## config.mk

```make
export PLATFORM = sky130hd
export DESIGN_NAME = serial_rx_frame
export DESIGN_NICKNAME = d
export VERILOG_FILES = /design/src/rtl/serial_rx_frame.sv
export SDC_FILE = /design/constraint.sdc
export NUM_CORES = 1
export LEC_CHECK = 0
export BUFFER_PORTS_ARGS = -buffer_cell sky130_fd_sc_hd__buf_2
export CAP_MARGIN = 20
export CORE_MARGIN = 3
export CORE_UTILIZATION = 45
export CTS_BUF_LIST = sky130_fd_sc_hd__clkbuf_4
export DETAILED_ROUTE_END_ITERATION = 16
export PLACE_DENSITY = 0.75
export SYNTH_ARGS = -nofsm -noshare
export SYNTH_HDL_FRONTEND = slang
export SYNTH_SLANG_ARGS = --single-unit
```

## constraint.sdc

```tcl
create_clock -name clk -period 3.39 [get_ports clk]
set_clock_uncertainty 0.1 [all_clocks]
set_input_delay 0.678 -clock clk [delete_from_list [all_inputs] [get_ports clk]]
set_output_delay 0.678 -clock clk [all_outputs]
set_load 0.005 [all_outputs]
```

## src/rtl/serial_rx_frame.sv

```systemverilog
// serial_rx_frame
//   Receives one framed serial word on `a`: a start bit, WIDTH data bits, an
//   optional parity bit and 1-2 stop bits. The assembled word is presented on
//   out_p with a one-cycle ready strobe. Every bit is sampled at its mid-point,
//   counted in clk cycles.
//
// Ports
//   clk        rising-edge clock
//   start      asynchronous active-low reset
//   en         receiver enable; dropping it mid-frame aborts the frame
//   a          serial line, idles high
//   out_p      last complete word; holds until the next frame completes
//   ready      one-cycle pulse when a frame completes
//   busy       high whenever the receiver is not idle
//   parity_err parity mismatch of the last delivered frame
//   frame_err  a stop bit of the last delivered frame was sampled low
//
// state    | meaning
// ---------+--------------------------------------------------------------
// IDLE     | waiting for a start bit (a low while en high)
// START    | counting to the start-bit mid-point to reject line glitches
// TRANSMIT | sampling the WIDTH data bits
// PARITY   | sampling the parity bit
// STOP     | sampling the stop bits; the last one delivers the frame
module serial_rx_frame #(
  parameter int WIDTH        = 8,
  parameter int CLKS_PER_BIT = 1,
  parameter int MSB_FIRST    = 0,
  parameter int PARITY_EN    = 0,
  parameter int PARITY_ODD   = 0,
  parameter int STOP_BITS    = 1
) (
  input  logic             clk,
  input  logic             start,
  input  logic             en,
  input  logic             a,
  output logic [WIDTH-1:0] out_p,
  output logic             ready,
  output logic             busy,
  output logic             parity_err,
  output logic             frame_err
);

  localparam int CW = (CLKS_PER_BIT > 1) ? $clog2(CLKS_PER_BIT) : 1;
  // Bit counter doubles as the data-bit index and the stop-bit counter.
  localparam int BW = (WIDTH > 1) ? $clog2(WIDTH) : 1;

  typedef enum logic [2:0] {
    S_IDLE,
    S_START,
    S_TRANSMIT,
    S_PARITY,
    S_STOP
  } state_t;

  state_t           state_q, state_d;
  logic [CW-1:0]    cnt_q, cnt_d;
  logic [BW-1:0]    bit_q, bit_d;
  logic [WIDTH-1:0] shreg_q, shreg_d;
  logic [WIDTH-1:0] out_q, out_d;
  logic             ready_q, ready_d;
  logic             perr_q, perr_d;
  logic             ferr_q, ferr_d;
  logic             perr_pend_q, perr_pend_d;
  logic             ferr_pend_q, ferr_pend_d;
  logic             tick;
  logic [BW-1:0]    idx;

  assign tick = (cnt_q == CW'(CLKS_PER_BIT - 1));
  assign idx  = (MSB_FIRST != 0) ? (BW'(WIDTH - 1) - bit_q) : bit_q;

  always_comb begin
    state_d     = state_q;
    cnt_d       = cnt_q;
    bit_d       = bit_q;
    shreg_d     = shreg_q;
    out_d       = out_q;
    ready_d     = 1'b0;
    perr_d      = perr_q;
    ferr_d      = ferr_q;
    perr_pend_d = perr_pend_q;
    ferr_pend_d = ferr_pend_q;

    case (state_q)
      S_IDLE: begin
        if (en && !a) begin
          bit_d       = '0;
          perr_pend_d = 1'b0;
          ferr_pend_d = 1'b0;
          if (CLKS_PER_BIT == 1) begin
            state_d = S_TRANSMIT;
            cnt_d   = '0;
          end else begin
            state_d = S_START;
            cnt_d   = CW'(1);
          end
        end
      end

      S_START: begin
        if (!en) begin
          state_d = S_IDLE;
          cnt_d   = '0;
        end else if (cnt_q == CW'(CLKS_PER_BIT / 2)) begin
          // Line back high at the start-bit mid-point: a glitch, not a frame.
          state_d = a ? S_IDLE : S_TRANSMIT;
          cnt_d   = '0;
          bit_d   = '0;
        end else begin
          cnt_d = cnt_q + CW'(1);
        end
      end

      S_TRANSMIT, S_PARITY, S_STOP: begin
        if (!en) begin
          state_d = S_IDLE;
          cnt_d   = '0;
          bit_d   = '0;
        end else if (!tick) begin
          cnt_d = cnt_q + CW'(1);
        end else begin
          cnt_d = '0;
          if (state_q == S_TRANSMIT) begin
            shreg_d[idx] = a;
            if (bit_q == BW'(WIDTH - 1)) begin
              bit_d   = '0;
              state_d = (PARITY_EN != 0) ? S_PARITY : S_STOP;
            end else begin
              bit_d = bit_q + BW'(1);
            end
          end else if (state_q == S_PARITY) begin
            // Every data bit is rewritten each frame, so the register holds
            // exactly this frame's word here.
            perr_pend_d = (((^shreg_q) ^ a) != (PARITY_ODD != 0));
            bit_d       = '0;
            state_d     = S_STOP;
          end else begin
            if (!a) ferr_pend_d = 1'b1;
            if (bit_q == BW'(STOP_BITS - 1)) begin
              out_d   = shreg_q;
              perr_d  = perr_pend_q;
              ferr_d  = ferr_pend_q | ~a;
              ready_d = 1'b1;
              bit_d   = '0;
              state_d = S_IDLE;
            end else begin
              bit_d = bit_q + BW'(1);
            end
          end
        end
      end

      default: begin
        state_d = S_IDLE;
        cnt_d   = '0;
        bit_d   = '0;
      end
    endcase
  end

  always_ff @(posedge clk or negedge start) begin
    if (!start) begin
      state_q     <= S_IDLE;
      cnt_q       <= '0;
      bit_q       <= '0;
      shreg_q     <= '0;
      out_q       <= '0;
      ready_q     <= 1'b0;
      perr_q      <= 1'b0;
      ferr_q      <= 1'b0;
      perr_pend_q <= 1'b0;
      ferr_pend_q <= 1'b0;
    end else begin
      state_q     <= state_d;
      cnt_q       <= cnt_d;
      bit_q       <= bit_d;
      shreg_q     <= shreg_d;
      out_q       <= out_d;
      ready_q     <= ready_d;
      perr_q      <= perr_d;
      ferr_q      <= ferr_d;
      perr_pend_q <= perr_pend_d;
      ferr_pend_q <= ferr_pend_d;
    end
  end

  assign out_p      = out_q;
  assign ready      = ready_q;
  assign busy       = (state_q != S_IDLE);
  assign parity_err = perr_q;
  assign frame_err  = ferr_q;

endmodule

```

# Word level (Yosys, flattened, before mapping)
# Index checks and enable logic that the tools add are counted.
# classes
mul	0
mux	45
n_div	0
bitwise	6
reduce_logical	16
add_sub_neg	2
eq_ne	18
magnitude_cmp	2
shift	0
# op_table
operator	n
$mux 3	18
$mux 1	19
$ne 2x2->1 const B	9
$pmux 3 s3	2
$reduce_and 6->1	2
$bwmux 8	1
$reduce_and 4->1	2
$reduce_xor 8->1	1
$reduce_and 7->1	1
$eq 3x2->1 const B	2
$eq 3x3->1 const B	2
$logic_not 3->1	2
$ne 3x3->1 const B	2
$pmux 1 s2	3
$ne 5x5->1 const B	1
$reduce_and 5->1	1
$lt 3x4->1 const B	1
$ne 4x4->1 const B	1
$not 1->1	4
$reduce_or 4->1	1
$add 3x1->3 const B	1
$demux 1 s3	1
$eq 3x1->1 const B	1
$ge 3x1->1 const B	1
other kinds (9)	10
# totals
in_bits	4
latch_bits	0
wordCells	99
ram_bits	0
memories	0
register_bits	28
romBits	0

# Logic depth before layout (Yosys ltp)
# depth
ltp_word	7
depth_mapped	7

# Least setup slack after synthesis
# Ideal clock, no wire load.
# synth_timing
path_kind	register to register
start	reg state_q[1]
end	reg state_q[1]
setup_slack_ps	1656
t_required_ps	3162
arrival_time_ps	1506
path_stages_with_launch	6
n_path_buf	0
synth_period_minus_slack_ps	1734
cell_sequence	dfrtp_1 > inv_1 > ha_1 > nand2_1 > o311ai_2 > mux2_1
# synth_between
elab_chain_len	6
elab_cells_between_ends	17
cone_classes	9 x eq/ne; 5 x mux; 3 x reduce/logical
# synth_lines
element	line	text
start, declared	56	state_t state_q, state_d;
start signal, assigned	174	state_q <= state_d;
$eq 3x2->1	84, 131	
$mux 3	131	end else if (state_q == S_PARITY) begin
$mux 3	123	if (state_q == S_TRANSMIT) begin
$mux 3	119	end else if (!tick) begin
$mux 3	115	if (!en) begin
$pmux 3 s3	84	case (state_q)
# Parallel ways exist; a longest one is shown, timed or not. The select of a mux whose other input is x is not followed.
# A chain may end at the register's enable or synchronous reset.

# Worst setup path in the final report
# layout_timing
start	reg state_q[2]
end	out busy
# layout_between
elab_chain_len	1
# layout_lines
element	line	text
$reduce_bool 3->1	189	assign busy = (state_q != S_IDLE);
end, declared	39	output logic busy,
# No other way between the ends.

==> results.toml <==
[outcome]
status = "complete, no violations"

[cts]
cts_buffers = 3
clk_latency_ns = 0.31
cts-htree-levels = 1
tritoncts = "done"
ctsResizeCount = 0
cts.sinks = 26
clkSlewWorstSetupHoldPaths_ns = 0.14
clockRootBuffer = "clkbuf_4"
cts_buffer_depth = 2
post_cts_buffers = 0
hold_buffers = 0

[power]
p_sw_uw = 357
ir_drop_v = 0.000383
power.density_mw_per_mm2 = 691
p_leak_nw = 0.748
netSwitchingFraction_pct = 35.5
p_int_uw = 648
pwr-share-comb_pct = 43.4
p_seq_share_pct = 43.6
p_total_mw = 1.00
clkPwrFrac_pct = 13.0

[yosys]
synth.area.top_cells = "dfrtp_1 49%, mux2_2 8.5%, mux2_4 7.9%"
netlist_area_sq_mm = 0.00133
synth_edf_count = 0
syn_nets = 121
async_flop_share_pct = 100
ys_types = 27
syn_inst = 110
synth_fa_ha_area_share_pct = 6.59
yosys_register_bits = 26
synth_most_common_cell = "dfrtp_1"
yosys-top-cells-count = "26 x dfrtp_1, 10 x mux2_2, 9 x nand2_1"
synthMuxAreaShare_pct = 18.0
synth-compound-area-share_pct = 5.65
syn_avg_cell_area_sq_um = 12.1
yosysTopAreaCell = "dfrtp_1"
yosysWarnings = 0
synthFlopType = "dfrtp_1"
ys_seq_area_share_pct = 49.0
synth_top_family_by_area = "multiplexers"
netlist.area_leader.share_pct = 49.0
synth-simple-area-share_pct = 12.3
synth_xor_area_share_pct = 5.65

[final_layout]
drive_gt1_share_pct = 31.5
num_antenna_cells = 0
area_growth_pct = 9.42
multi_input_area_sq_um = 641
utilization_pct = 52.3
stdcell_area_sq_mm = 0.00145
fillCellCount = 247
seq_area_sq_um = 651
nets = 139

[detailed_routing]
drt-initial-drc-count = 16
detail_route.wl_per_cell_microns = 14.2
via_per_inst = 5.32
dr.pass1.iters = 4
vias = 840
wl_microns = 2240
drc = 0
ant_nets = 0

[grt]
grt_first_pass_wirelength_microns = 3880
grt_remaining_overflow = 0
grt_max_degree = 27
grt_antenna_before_repair = 0
gr-usage-all-layers_pct = 14.5
grt_pass1_vias = 885

[min_path]
hold_class = "in -> async"

[setup_path]
r2r-start = "bit_q[1]"
cp-start-kind = "register"
rrSetupSlack_ns = 1.42
crit_end = "busy"
worstSetupPathType = "reg -> out"
startpoint = "state_q[2]"
cp_slowest_cell = "dfrtp_1"
cp_max_fo = 5
worstPathRequired_ns = 2.61
cpPeakStageDelay_ns = 0.38
reg2regPathDepth = 5
worstPathArrival_ns = 1.29
setup.worst_path.end_class = "output pin"
crit_top_cell = "inv_1"
r2r_end = "out_p[5]"
crit_chain = "inv_1 > ha_1 > inv_1 > buf_2"

[timing]
slew_headroom_pct = 62.4
worst_pin_slew_ns = 0.564
fin_setup_tns_ns = 0
fmax_mhz = 484
finalHoldViolCount = 0
rsz0062_at_grt = "no"
finalSetupViolCount = 0
period_minus_slack_ns = 2.07
setup_slack_ns = 1.32
period_share_pct = 61.0
slew_violations = 0

[floorplan]
die_w_microns = 60.3
die_area_sq_mm = 0.00364
rows = 19
initial_core_util_pct = 47.8
pin_count = 16
die_height_microns = 60.3
fp.coreArea_sq_mm = 0.00278

[placement]
hpwlAfterDp_microns = 1700
placed_cell_area_sq_mm = 0.00143
place_congestion = 0.773
place_ws_ns = 1.45
numPortBuffers = 15

[job]
max_cap_violations = 0
==> worst min path at each step <==
stage / depth (start not counted) / end
global route: 1 / shreg_q[7]
CTS: 1 / out_p[7]
global placement: 2 / frame_err
finish: 1 / out_p[7]
detailed placement: 2 / frame_err
floorplan: 0 / bit_q[0]
==> flip-flops by register name (all words and copies together) (netlist names) <==
register / flops
state_q: 2
bit_q: 3
ferr_pend_q: 1
ready: 1
frame_err: 1
shreg_q: 8
perr_pend_q: 1
parity_err: 1
out_p: 8
==> cells by family (layout without fill, tap and decap cells) <==
group	Yosys count	count (layout)
mux	19	19
flops	26	26
simple gates	32	32
fa+ha+maj	7	7
xor+xnor	7	7
buf+inv	8	25
compound gates	11	11
==> stage by stage <==
step	cells	hold WS, ns
finish	158	0.234
global route	158	0.254
CTS	158	0.249
detailed placement	154	0.374
global placement	154	0.365
floorplan	110	0.282
==> worst max-delay path, delay by kind of cell, from the launching register on <==
kind                     cells  cell delay, ns
adder cells (fa/ha/maj)      1            0.28
buffers and inverters        3            0.32
flip-flops                   1            0.38
==> layout by cell type (no fill, tap or decap), types with 2 or more instances in the layout <==
cell type	instances
a21oi_1	3
nand2_1	9
nand3_1	3
o21ai_0	3
mux2_2	10
nor3_1	2
clkbuf_4	3
ha_1	7
xor2_1	2
nor2_1	8
inv_1	6
xnor2_1	4
buf_2	15
dfrtp_1	26
nand2b_1	4
nor2b_1	3
mux2_4	7
a31o_2	2
==> per-layer routing <==
layer  share of wire [%]  track usage [%]
met1                  46             18.6
met2                  50             23.0
met3                 2.8             2.55
met4                 1.6             8.54
met5                   0                0
==> final cells by class <==
cell class	count	share of cell area (%)
Sequential cell	26	44.8
Clock inverter	1	0.258
Inverter	6	1.55
Timing Repair Buffer	15	5.16
Tap cell	31	2.67
Multi-Input combinational cell	76	44.1
Clock buffer	3	1.55
==> power groups by stage <==
stage               clock network [mW]  logic [mW]  registers, mW
CTS                              0.136       0.441          0.439
finish                           0.130       0.436          0.438
global placement                     0       0.421          0.440
floorplan                            0       0.333          0.439
detailed placement                   0       0.439          0.446
global route                     0.148       0.485          0.450
Note: power is estimated with default switching activity, not from simulation.
